--- src/rtl/snake_pkg.sv ---
// Shared definitions for the snake body engine.
//   - direction encoding (up/right/down/left)
//   - move FSM state enum
//   - default grid geometry
//   - grid coordinate struct {x, y}
//   - dir_opposite(): the direction that would reverse a given direction
package snake_pkg;

  localparam int GRID_W_DEF  = 32;
  localparam int GRID_H_DEF  = 24;
  localparam int COORD_X_W   = 5;
  localparam int COORD_Y_W   = 5;

  localparam logic [1:0] DIR_UP    = 2'd0;
  localparam logic [1:0] DIR_RIGHT = 2'd1;
  localparam logic [1:0] DIR_DOWN  = 2'd2;
  localparam logic [1:0] DIR_LEFT  = 2'd3;

  typedef enum logic [2:0] {
    IDLE   = 3'd0,
    CALC   = 3'd1,
    SCAN   = 3'd2,
    COMMIT = 3'd3,
    DEAD   = 3'd4
  } state_t;

  typedef struct packed {
    logic [COORD_X_W-1:0] x;
    logic [COORD_Y_W-1:0] y;
  } coord_t;

  // Encoding is chosen so that opposite directions differ by two.
  function automatic logic [1:0] dir_opposite(input logic [1:0] d);
    return d + 2'd2;
  endfunction

endpackage

--- src/rtl/snake_next_head.sv ---
// Combinational next-head generator with wrap-around at the grid edges.
// Ports:
//   head_x, head_y : current head coordinate
//   dir            : direction of travel (snake_pkg DIR_* encoding)
//   next_x, next_y : head after one cell of travel, wrapped into the grid
module snake_next_head
  import snake_pkg::*;
#(
  parameter int GRID_W = GRID_W_DEF,
  parameter int GRID_H = GRID_H_DEF,
  parameter int X_W    = 5,
  parameter int Y_W    = 5
) (
  input  logic [X_W-1:0] head_x,
  input  logic [Y_W-1:0] head_y,
  input  logic [1:0]     dir,
  output logic [X_W-1:0] next_x,
  output logic [Y_W-1:0] next_y
);

  localparam logic [X_W-1:0] X_MAX = X_W'(GRID_W - 1);
  localparam logic [Y_W-1:0] Y_MAX = Y_W'(GRID_H - 1);

  // Grid sizes need not be powers of two, so the edges are compared
  // explicitly rather than relying on natural counter overflow.
  always_comb begin
    next_x = head_x;
    next_y = head_y;
    case (dir)
      DIR_UP:    next_y = (head_y == '0)    ? Y_MAX : head_y - 1'b1;
      DIR_RIGHT: next_x = (head_x == X_MAX) ? '0    : head_x + 1'b1;
      DIR_DOWN:  next_y = (head_y == Y_MAX) ? '0    : head_y + 1'b1;
      DIR_LEFT:  next_x = (head_x == '0)    ? X_MAX : head_x - 1'b1;
      default: ;
    endcase
  end

endmodule

--- src/rtl/snake_body_engine.sv ---
// Snake body engine: stores the snake as a circular buffer of grid cells,
// performs one move per step request (new head, self-collision scan, commit)
// and offers a registered random-access read port for the renderer.
// Ports:
//   clk, rst_n        : clock, synchronous active-low reset
//   step, dir, grow   : move request, requested direction, extend-on-move
//   restart           : synchronous return to the reset state
//   busy, done        : move in progress / one-cycle completion pulse
//   collide           : sticky self-collision flag
//   head_x, head_y    : current head cell
//   len               : current length (1..MAX_LEN)
//   rd_idx            : segment to read (0 = tail, len-1 = head)
//   rd_x, rd_y        : segment cell, one cycle after rd_idx
//   rd_valid          : rd_idx was below len
module snake_body_engine
  import snake_pkg::*;
#(
  parameter int GRID_W  = GRID_W_DEF,
  parameter int GRID_H  = GRID_H_DEF,
  parameter int X_W     = 5,
  parameter int Y_W     = 5,
  parameter int MAX_LEN = 64,
  parameter int IDX_W   = 6
) (
  input  logic             clk,
  input  logic             rst_n,
  input  logic             step,
  input  logic [1:0]       dir,
  input  logic             grow,
  input  logic             restart,
  output logic             busy,
  output logic             done,
  output logic             collide,
  output logic [X_W-1:0]   head_x,
  output logic [Y_W-1:0]   head_y,
  output logic [IDX_W:0]   len,
  input  logic [IDX_W-1:0] rd_idx,
  output logic [X_W-1:0]   rd_x,
  output logic [Y_W-1:0]   rd_y,
  output logic             rd_valid
);

  localparam logic [IDX_W:0] LEN_MAX = (IDX_W+1)'(MAX_LEN);
  localparam logic [IDX_W:0] LEN_ONE = (IDX_W+1)'(1);

  // Circular-buffer pointer addition for operands already below MAX_LEN.
  function automatic logic [IDX_W-1:0] ptr_add(input logic [IDX_W-1:0] a,
                                               input logic [IDX_W-1:0] b);
    logic [IDX_W:0] s;
    s = {1'b0, a} + {1'b0, b};
    if (s >= LEN_MAX) s = s - LEN_MAX;
    return s[IDX_W-1:0];
  endfunction

  logic [X_W-1:0]   body_x [MAX_LEN];
  logic [Y_W-1:0]   body_y [MAX_LEN];

  state_t           state;
  logic [IDX_W-1:0] head_ptr;
  logic [IDX_W-1:0] tail_ptr;
  logic [IDX_W:0]   len_q;
  logic [IDX_W:0]   scan_idx;
  logic [1:0]       last_dir;
  logic [1:0]       eff_dir;
  logic             grow_l;
  logic             hit;
  logic             busy_q;
  logic             done_q;
  logic             collide_q;

  logic [X_W-1:0]   new_x;
  logic [Y_W-1:0]   new_y;
  logic [X_W-1:0]   calc_x;
  logic [Y_W-1:0]   calc_y;

  logic             clr;
  logic [IDX_W-1:0] scan_ptr;
  logic [IDX_W-1:0] wr_ptr;
  logic [IDX_W-1:0] rd_ptr;
  logic             scan_hit;
  logic             commit_move;
  logic             rd_in_range;

  assign clr         = !rst_n || restart;
  assign head_x      = body_x[head_ptr];
  assign head_y      = body_y[head_ptr];
  assign len         = len_q;
  assign busy        = busy_q;
  assign done        = done_q;
  assign collide     = collide_q;

  assign scan_ptr    = ptr_add(tail_ptr, scan_idx[IDX_W-1:0]);
  assign wr_ptr      = ptr_add(head_ptr, IDX_W'(1));
  assign rd_ptr      = ptr_add(tail_ptr, rd_idx);
  assign rd_in_range = ({1'b0, rd_idx} < len_q);
  assign commit_move = (state == COMMIT) && !hit;

  // The tail cell is vacated by a non-growing move, so it cannot be hit.
  assign scan_hit = (body_x[scan_ptr] == new_x) && (body_y[scan_ptr] == new_y) &&
                    (grow_l || (scan_idx != '0));

  snake_next_head #(
    .GRID_W (GRID_W),
    .GRID_H (GRID_H),
    .X_W    (X_W),
    .Y_W    (Y_W)
  ) u_next_head (
    .head_x (head_x),
    .head_y (head_y),
    .dir    (eff_dir),
    .next_x (calc_x),
    .next_y (calc_y)
  );

  // Move FSM: IDLE -> CALC -> SCAN (len cycles) -> COMMIT -> IDLE or DEAD.
  always_ff @(posedge clk) begin
    if (clr) begin
      state     <= IDLE;
      len_q     <= LEN_ONE;
      head_ptr  <= '0;
      tail_ptr  <= '0;
      last_dir  <= DIR_RIGHT;
      eff_dir   <= DIR_RIGHT;
      grow_l    <= 1'b0;
      hit       <= 1'b0;
      scan_idx  <= '0;
      busy_q    <= 1'b0;
      done_q    <= 1'b0;
      collide_q <= 1'b0;
    end else begin
      done_q <= 1'b0;
      case (state)
        IDLE: begin
          if (step) begin
            grow_l  <= grow;
            // A one-cell snake may turn back; a longer one may not.
            eff_dir <= ((dir == dir_opposite(last_dir)) && (len_q > LEN_ONE)) ?
                       last_dir : dir;
            busy_q  <= 1'b1;
            state   <= CALC;
          end
        end
        CALC: begin
          scan_idx <= '0;
          hit      <= 1'b0;
          state    <= SCAN;
        end
        SCAN: begin
          if (scan_hit) hit <= 1'b1;
          // Full-length scan even after a hit keeps move latency fixed.
          if (scan_idx == len_q - LEN_ONE) state <= COMMIT;
          else                              scan_idx <= scan_idx + 1'b1;
        end
        COMMIT: begin
          busy_q <= 1'b0;
          done_q <= 1'b1;
          if (hit) begin
            collide_q <= 1'b1;
            state     <= DEAD;
          end else begin
            head_ptr <= wr_ptr;
            if (grow_l && (len_q < LEN_MAX)) len_q    <= len_q + 1'b1;
            else                              tail_ptr <= ptr_add(tail_ptr, IDX_W'(1));
            last_dir <= eff_dir;
            state    <= IDLE;
          end
        end
        DEAD: begin
          busy_q <= 1'b0;
        end
        default: state <= IDLE;
      endcase
    end
  end

  // Candidate head, held stable across the scan and commit.
  always_ff @(posedge clk) begin
    if (state == CALC) begin
      new_x <= calc_x;
      new_y <= calc_y;
    end
  end

  // Body storage: only the initial cell is defined by reset; the rest of
  // the buffer is always written before it falls inside [tail, head].
  always_ff @(posedge clk) begin
    if (clr) begin
      body_x[0] <= X_W'(GRID_W / 2);
      body_y[0] <= Y_W'(GRID_H / 2);
    end else if (commit_move) begin
      body_x[wr_ptr] <= new_x;
      body_y[wr_ptr] <= new_y;
    end
  end

  // Renderer read port; sampling the array here returns pre-commit
  // contents during the COMMIT cycle.
  always_ff @(posedge clk) begin
    if (clr) begin
      rd_valid <= 1'b0;
      rd_x     <= '0;
      rd_y     <= '0;
    end else begin
      rd_valid <= rd_in_range;
      rd_x     <= rd_in_range ? body_x[rd_ptr] : '0;
      rd_y     <= rd_in_range ? body_y[rd_ptr] : '0;
    end
  end

endmodule

--- config.mk ---
export PLATFORM = sky130hd
export DESIGN_NAME = snake_body_engine
export DESIGN_NICKNAME = d
export VERILOG_FILES = /design/src/rtl/snake_pkg.sv /design/src/rtl/snake_next_head.sv /design/src/rtl/snake_body_engine.sv
export SDC_FILE = /design/constraint.sdc
export NUM_CORES = 1
export LEC_CHECK = 0
export CORE_UTILIZATION = 60
export DETAILED_ROUTE_END_ITERATION = 6
export HOLD_SLACK_MARGIN = 0.05
export MAX_ROUTING_LAYER = met4
export PLACE_DENSITY_LB_ADDON = 0.3
export RECOVER_POWER = 50
export SLEW_MARGIN = 15
export SYNTH_ARGS = -nofsm -noshare
export SYNTH_HDL_FRONTEND = slang
export SYNTH_SLANG_ARGS = --single-unit
--- constraint.sdc ---
create_clock -name clk -period 4.55 [get_ports clk]
set_input_delay 0.455 -clock clk [delete_from_list [all_inputs] [get_ports clk]]
set_output_delay 0.455 -clock clk [all_outputs]
set_load 0.005 [all_outputs]
== Yosys cells after proc, flatten, opt, wreduce, memory -nomap -nowiden ==
Memory sizes are Yosys's and may differ from the RTL's. A register that Yosys moved wholly into a read port is not among the register bits.
Index checks and enable logic that the tools add are counted.

* Memory bits (writable): 640
* Register bits after elaboration: 49
* Input port bits: 13
* Logic and storage cells: 127
* Memories kept: 2
* Bits in latches: 0
* Bits in read-only memories: 0
* Output and inout bits: 31

{| class="wikitable"
|+ Memory list
! name !! words !! bits a word !! read ports !! clocked after Yosys merged registers in !! write ports !! line !! source
|-
| body_x || 64 || 5 || 3 || 2 || 1 || snake_body_engine.sv:55 || <nowiki>logic [X_W-1:0] body_x [MAX_LEN];</nowiki>
|-
| body_y || 64 || 5 || 3 || 2 || 1 || snake_body_engine.sv:56 || <nowiki>logic [Y_W-1:0] body_y [MAX_LEN];</nowiki>
|}

* Add/sub/neg operators: 16
* Shift-type cells: 0
* Divide/modulo/power cells: 0
* Mux-type cells: 37
* Magnitude comparators: 7
* Bitwise operators: 4
* Eq/ne operators: 17
* Multiply operators: 0
* Reduce and logical (&&, ||, !) cells: 29

{| class="wikitable"
|+ Operators by type and width
! operator !! count
|-
| $mux W6 || 10
|-
| $mux W5 || 6
|-
| $ge A7 B7 Y1 const B || 4
|-
| $sub A6 B1 Y6 const B || 4
|-
| $pmux W5 S2 || 2
|-
| $pmux W3 S5 || 1
|-
| $add A6 B1 Y7 const B || 2
|-
| $add A6 B6 Y7 || 2
|-
| $add A7 B1 Y7 const B || 2
|-
| $pmux W7 S2 || 1
|-
| $reduce_and A2 Y1 || 6
|-
| $add A5 B1 Y5 const B || 2
|-
| $eq A5 B5 Y1 || 2
|-
| $eq A5 B5 Y1 const B || 2
|-
| $logic_not A5 Y1 || 2
|-
| $mux W1 || 10
|-
| $reduce_or A5 Y1 || 2
|-
| $sub A5 B1 Y5 const B || 2
|-
| $mux W3 || 3
|-
| $reduce_and A3 Y1 || 3
|-
| $ne A2 B2 Y1 const B || 4
|-
| $eq A7 B7 Y1 || 1
|-
| $gt A7 B1 Y1 const B || 1
|-
| $lt A6 B7 Y1 || 1
|-
| 21 further kinds || 35
|}

== Depth between registers and ports, before layout ==
Gate-level depths: netlist (run 1).
An unclocked memory read counts as a cell.

* Depth in word-level cells: 9
* Depth in mapped cells: 15

== Modules after synthesis ==
A second synthesis (run 1) with hierarchy kept.

* Cell total of the unflattened synthesis: 2160
* Area, all modules: 38519.4 sq um

{| class="wikitable"
|+ By module, submodules not included
! module !! sequential area each (sq um) !! times used !! cells each !! area each (sq um)
|-
| snake_body_engine || 20619.8 || 1 || 2086 || 38014.0
|-
| snake_next_head || 0.0 || 1 || 74 || 505.5
|}

== Worst setup path after synthesis (run 1) ==
Ideal clock, no wire load.

* Path type: register to register
* Start: register scan_idx[0]
* End: register hit
* Clock period less this slack: 3.519 ns
* Required time: 4.428 ns
* Setup slack: 1.031 ns
* Cell stages (with the launch flop): 14
* Library setup time: 0.122 ns
* Arrival time: 3.397 ns
* Path through: dfxtp_1 > ha_1 > inv_1 > fa_1 > xnor2_1 > buf_2 > mux4_2 > mux2i_1 > mux2i_1 > a2111oi_0 > o21ai_0 > o2111a_1 > nand4_1 > o22ai_1

* Word-level cells in the longest chain between the ends: 9
* Elaborated cells on any way between the ends: 14

{| class="wikitable"
|+ RTL lines
! item !! line !! source
|-
| from (decl) || snake_body_engine.sv:62 || <nowiki>logic [IDX_W:0] scan_idx;</nowiki>
|-
| from (signal assigned) || snake_body_engine.sv:152 || <nowiki>else scan_idx <= scan_idx + 1'b1;</nowiki>
|-
| $add A6 B6 Y7 || snake_body_engine.sv:50 || <nowiki>s = {1'b0, a} + {1'b0, b};</nowiki>
|-
| $sub A6 B1 Y6 / $ge A7 B7 Y1 (equally long branches) || snake_body_engine.sv:51 || <nowiki>if (s >= LEN_MAX) s = s - LEN_MAX;</nowiki>
|-
| $mux W6 || snake_body_engine.sv:51 ||
|-
| $mem_v2 Z64 W5, on equally long branches || -- ||
|-
| $eq A5 B5 Y1 || snake_body_engine.sv:99 || <nowiki>assign scan_hit = (body_x[scan_ptr] == new_x) && (body_y[scan_ptr] == new_y) &&</nowiki>
|-
| $logic_and A1 B1 Y1 || snake_body_engine.sv:99 ||
|-
| $logic_and A1 B1 Y1 (*) || snake_body_engine.sv:99 ||
|-
| $ne A2 B2 Y1 (no line) (*) || -- ||
|-
| $reduce_and A2 Y1 (no line) (*) || -- ||
|-
| to (signal assigned) || snake_body_engine.sv:125 || <nowiki>hit <= 1'b0;</nowiki>
|-
| to (signal assigned) || snake_body_engine.sv:145 || <nowiki>hit <= 1'b0;</nowiki>
|-
| to (signal assigned) || snake_body_engine.sv:149 || <nowiki>if (scan_hit) hit <= 1'b1;</nowiki>
|-
| to (decl) || snake_body_engine.sv:66 || <nowiki>logic hit;</nowiki>
|}

Mark *: on every way between the ends. The rest lies on a longest branch, timed or not.
A chain may end at the register's enable or synchronous reset.

==> results of run 1 <==
how the worst min path moves through the flow:
stage,start,end,slack (ns),cells past startpoint
3_5_place_dp,last_dir[1],last_dir[1],0.45,2
2_1_floorplan,last_dir[1],last_dir[1],0.44,2
6_report,last_dir[1],last_dir[1],0.46,2
4_1_cts,dir[0],eff_dir[0],0.45,3
5_1_grt,last_dir[1],last_dir[1],0.47,2
3_3_place_gp,last_dir[1],last_dir[1],0.45,2
layout by cell type, fill, tap and decap left out, types with 24 or more instances in the layout:
master	n
mux4_2	577
edfxtp_1	650
mux2i_1	55
a21oi_1	28
dfxtp_1	51
nand3_1	26
ha_1	27
buf_12	34
xnor2_1	33
clkbuf_16	79
buf_4	139
inv_1	24
clkbuf_1	28
a211oi_1	30
nor3_1	26
nor2_1	127
nand2_1	81
layer usage:
metal	part of all wire, %	vias up	track usage, %
li1	-	9522	-
met1	33	12970	51.73
met2	45	2499	56.38
met3	16	472	12.72
met4	5.9	0	19.64
met5	0	-	-
registers in the layout, summed over array words and instances (netlist names), named ones only:
name / flops
new_y: 5
head_ptr: 6
collide: 1
rd_y: 5
grow_l: 1
body_x: 320
tail_ptr: 6
scan_idx: 7
busy: 1
hit: 1
done: 1
new_x: 5
len: 7
state: 3
last_dir: 2
rd_valid: 1
body_y: 320
eff_dir: 2
rd_x: 5
worst register-to-register path, cell delays in order, from the launching register on:
cell and delay [ns]:
dfxtp_1 0.53, ha_4 0.20, inv_1 0.05, fa_4 0.92, buf_12 0.32, mux4_2 0.36
and2_0 0.34, a2111oi_2 0.63, a31oi_1 0.24, o31ai_1 0.40, a31oi_1 0.08, o2111a_1 0.15
nand4_1 0.07, o22ai_1 0.07
what timing repair did:
action	in CTS	in global routing
hold endpoints to repair	0	0
gates resized for setup	0	1
setup buffers	0	1
endpoints found under the setup margin	0	2
per-stage QoR:
stage          hold slack [ns]  cells  utilization [%]  cell area, um^2  TNS, ns
6_report                0.4557   3189            69.28            44020        0
3_5_place_dp            0.4498   3048            65.28            41480        0
5_1_grt                 0.4701   3189            69.28            44020        0
2_1_floorplan           0.4360   2141                -            38820        0
4_1_cts                 0.4469   3184            69.35            44060        0
3_3_place_gp            0.4462   3048            65.28            41480  -0.3603
power breakdown:
group | leakage [nW] | switching (mW) | internal (mW)
clock | 1.24 | 2.60 | 3.88
sequential | 7.03 | 0.0173 | 6.98
combinational | 6.30 | 0.312 | 0.268
total | 14.6 | 2.93 | 11.1
final cells by class:
cell class,instances,area (um^2)
Timing Repair Buffer,235,2227
Clock inverter,45,539.3
Antenna cell,3,7.507
Inverter,26,97.59
Multi-Input combinational cell,1238,17410
Fill cell,3881,19520
Sequential cell,705,20630
Clock buffer,91,2042
Tap cell,846,1059
cell families (layout without fill, tap and decap cells):
| group | Yosys count | after routing | synth area share [%] |
|---|---|---|---|
| buffers and inverters | 198 | 397 | 2.401 |
| AND/OR/NAND/NOR | 356 | 356 | 4.306 |
| other | 0 | 3 | 0 |
| flip-flops | 705 | 705 | 53.11 |
| XOR/XNOR | 53 | 53 | 1.196 |
| AO/OA/AOI/OAI | 164 | 164 | 3.004 |
| adder cells (fa/ha/maj) | 31 | 31 | 1.038 |
| multiplexers | 634 | 634 | 34.95 |
==> flow_metrics.tcl, run 1 <==
set metrics [dict create \
    status "complete, but fails checks" \
    violations "capacitance limit, slew limit" \
    worst_r2r_endpoint "hit" \
    ios 44 \
    seq_area_frac_synth_pct 53.11 \
    dieArea_um2 65730 \
    synth_edf_count 650 \
    cpPeakStageDelay_ns 0.66 \
    hold_viol 0 \
    cp.depth 8 \
    syn_area_um2 38820 \
    p_leak_nw 14.57 \
    clk_pin_slew_worst_paths_ns 0.06 \
    path_cells "buf_12 > buf_4 > mux4_2 > mux4_2 > a22oi_1 > and3_1 > inv_1 > clkdlybuf4s50_1" \
    cpMostUsedCell "mux4_2" \
    cp-end-kind "output port" \
    grt_antenna_before_repair 4 \
    drcViolationCount 0 \
    clock_skew_ns 0.03399 \
    final_antenna_net_count 0 \
    ys_types 75 \
    synthTopCellsByArea "edfxtp_1 50%, mux4_2 33%, dfxtp_1 2.8%" \
    drt-initial-drc-count 4372 \
    cts-buffers-inserted 74 \
    wl_per_cell_um 38.70 \
    viasPerCell 7.986 \
    fin_crit_sh_pct 98.39 \
    worst_pin_slew_ns 2.669 \
    postSynthNetCount 2185 \
    grt-ovfl-total 0 \
    crit_buf_inv 4 \
    setup_violations 0 \
    powerDensity_nw_per_um2 319.4 \
    grt_max_degree 65 \
    rr_startpoint "tail_ptr[0]" \
    cap_violations 5 \
    crit_type "reg2out" \
    crit_path_end "head_y[4]" \
    r2r_setup_slack_ns 0.09 \
    cts_num_sinks 705 \
    startpoint_type "register" \
    rows 92 \
    power_mw 14.06 \
    min_period_ns 4.477 \
    numPortBuffers 43 \
    synth_top_area_share_pct 50.27 \
    setup_ws_ns 0.07323 \
    critPathRequiredTime_ns 4.09 \
    pre_cts_ws_ns 0.03568 \
    rsz0062_at_grt "false" \
    grt_pass1_vias 25200 \
    synth_top_cell_by_area "edfxtp_1" \
    core-area_um2 63540 \
    root_buffer "clkbuf_16" \
    fmax_mhz 223.4 \
    die_h_um 256.4 \
    wl_um 123400 \
    grt_pass1_wl_um 178600 \
    ir_drop_v 0.0002629 \
    async_flop_share_pct 0 \
    die_x_um 256.4 \
    cts_buffer_depth 3 \
    drv_slew 242 \
    h-tree-depth 3 \
    relSlewSlack_pct -77.92 \
    crit_arrival_ns 4.02 \
    ys_ff_latch 705 \
    clock_latency_ns 0.64 \
    gp_congestion 0.9780 \
    drive_gt1_share_pct 38.68 \
    hold_buffers 0 \
    synthFlopType "edfxtp_1" \
    worstHoldPathType "reg2reg" \
    firstDrtPassIters 6 \
    slowest_stage "dfxtp_4" \
    synthCells 2141 \
    synthToLayoutAreaGrowth_pct 13.38 \
    crit_family "buffers and inverters" \
    grt_usage_pct 39.55 \
    rr_worst_depth 13 \
    hpwl_um 78120 \
    initial_core_util_pct 61.10 \
    vias 25470 \
    synth_area_per_cell_um2 18.13 \
    yosysMostFrequentCell "edfxtp_1" \
    cts_tree "done" \
    netlist_top_cells_count "650 x edfxtp_1, 577 x mux4_2, 128 x nor2_1, 90 x clkbuf_1, 82 x nand2_1" \
    critPathMaxFanout 26 \
    fin_nets 2324 \
    ys_warn_count 0 \
]
(Power assumes the default switching activity.)
==> run 2: changes to the inputs <==
- SKIP_LAST_GASP: default -> 1
==> results of run 2 <==
No change in the layout: final DEF, timing and power equal those of run 1.
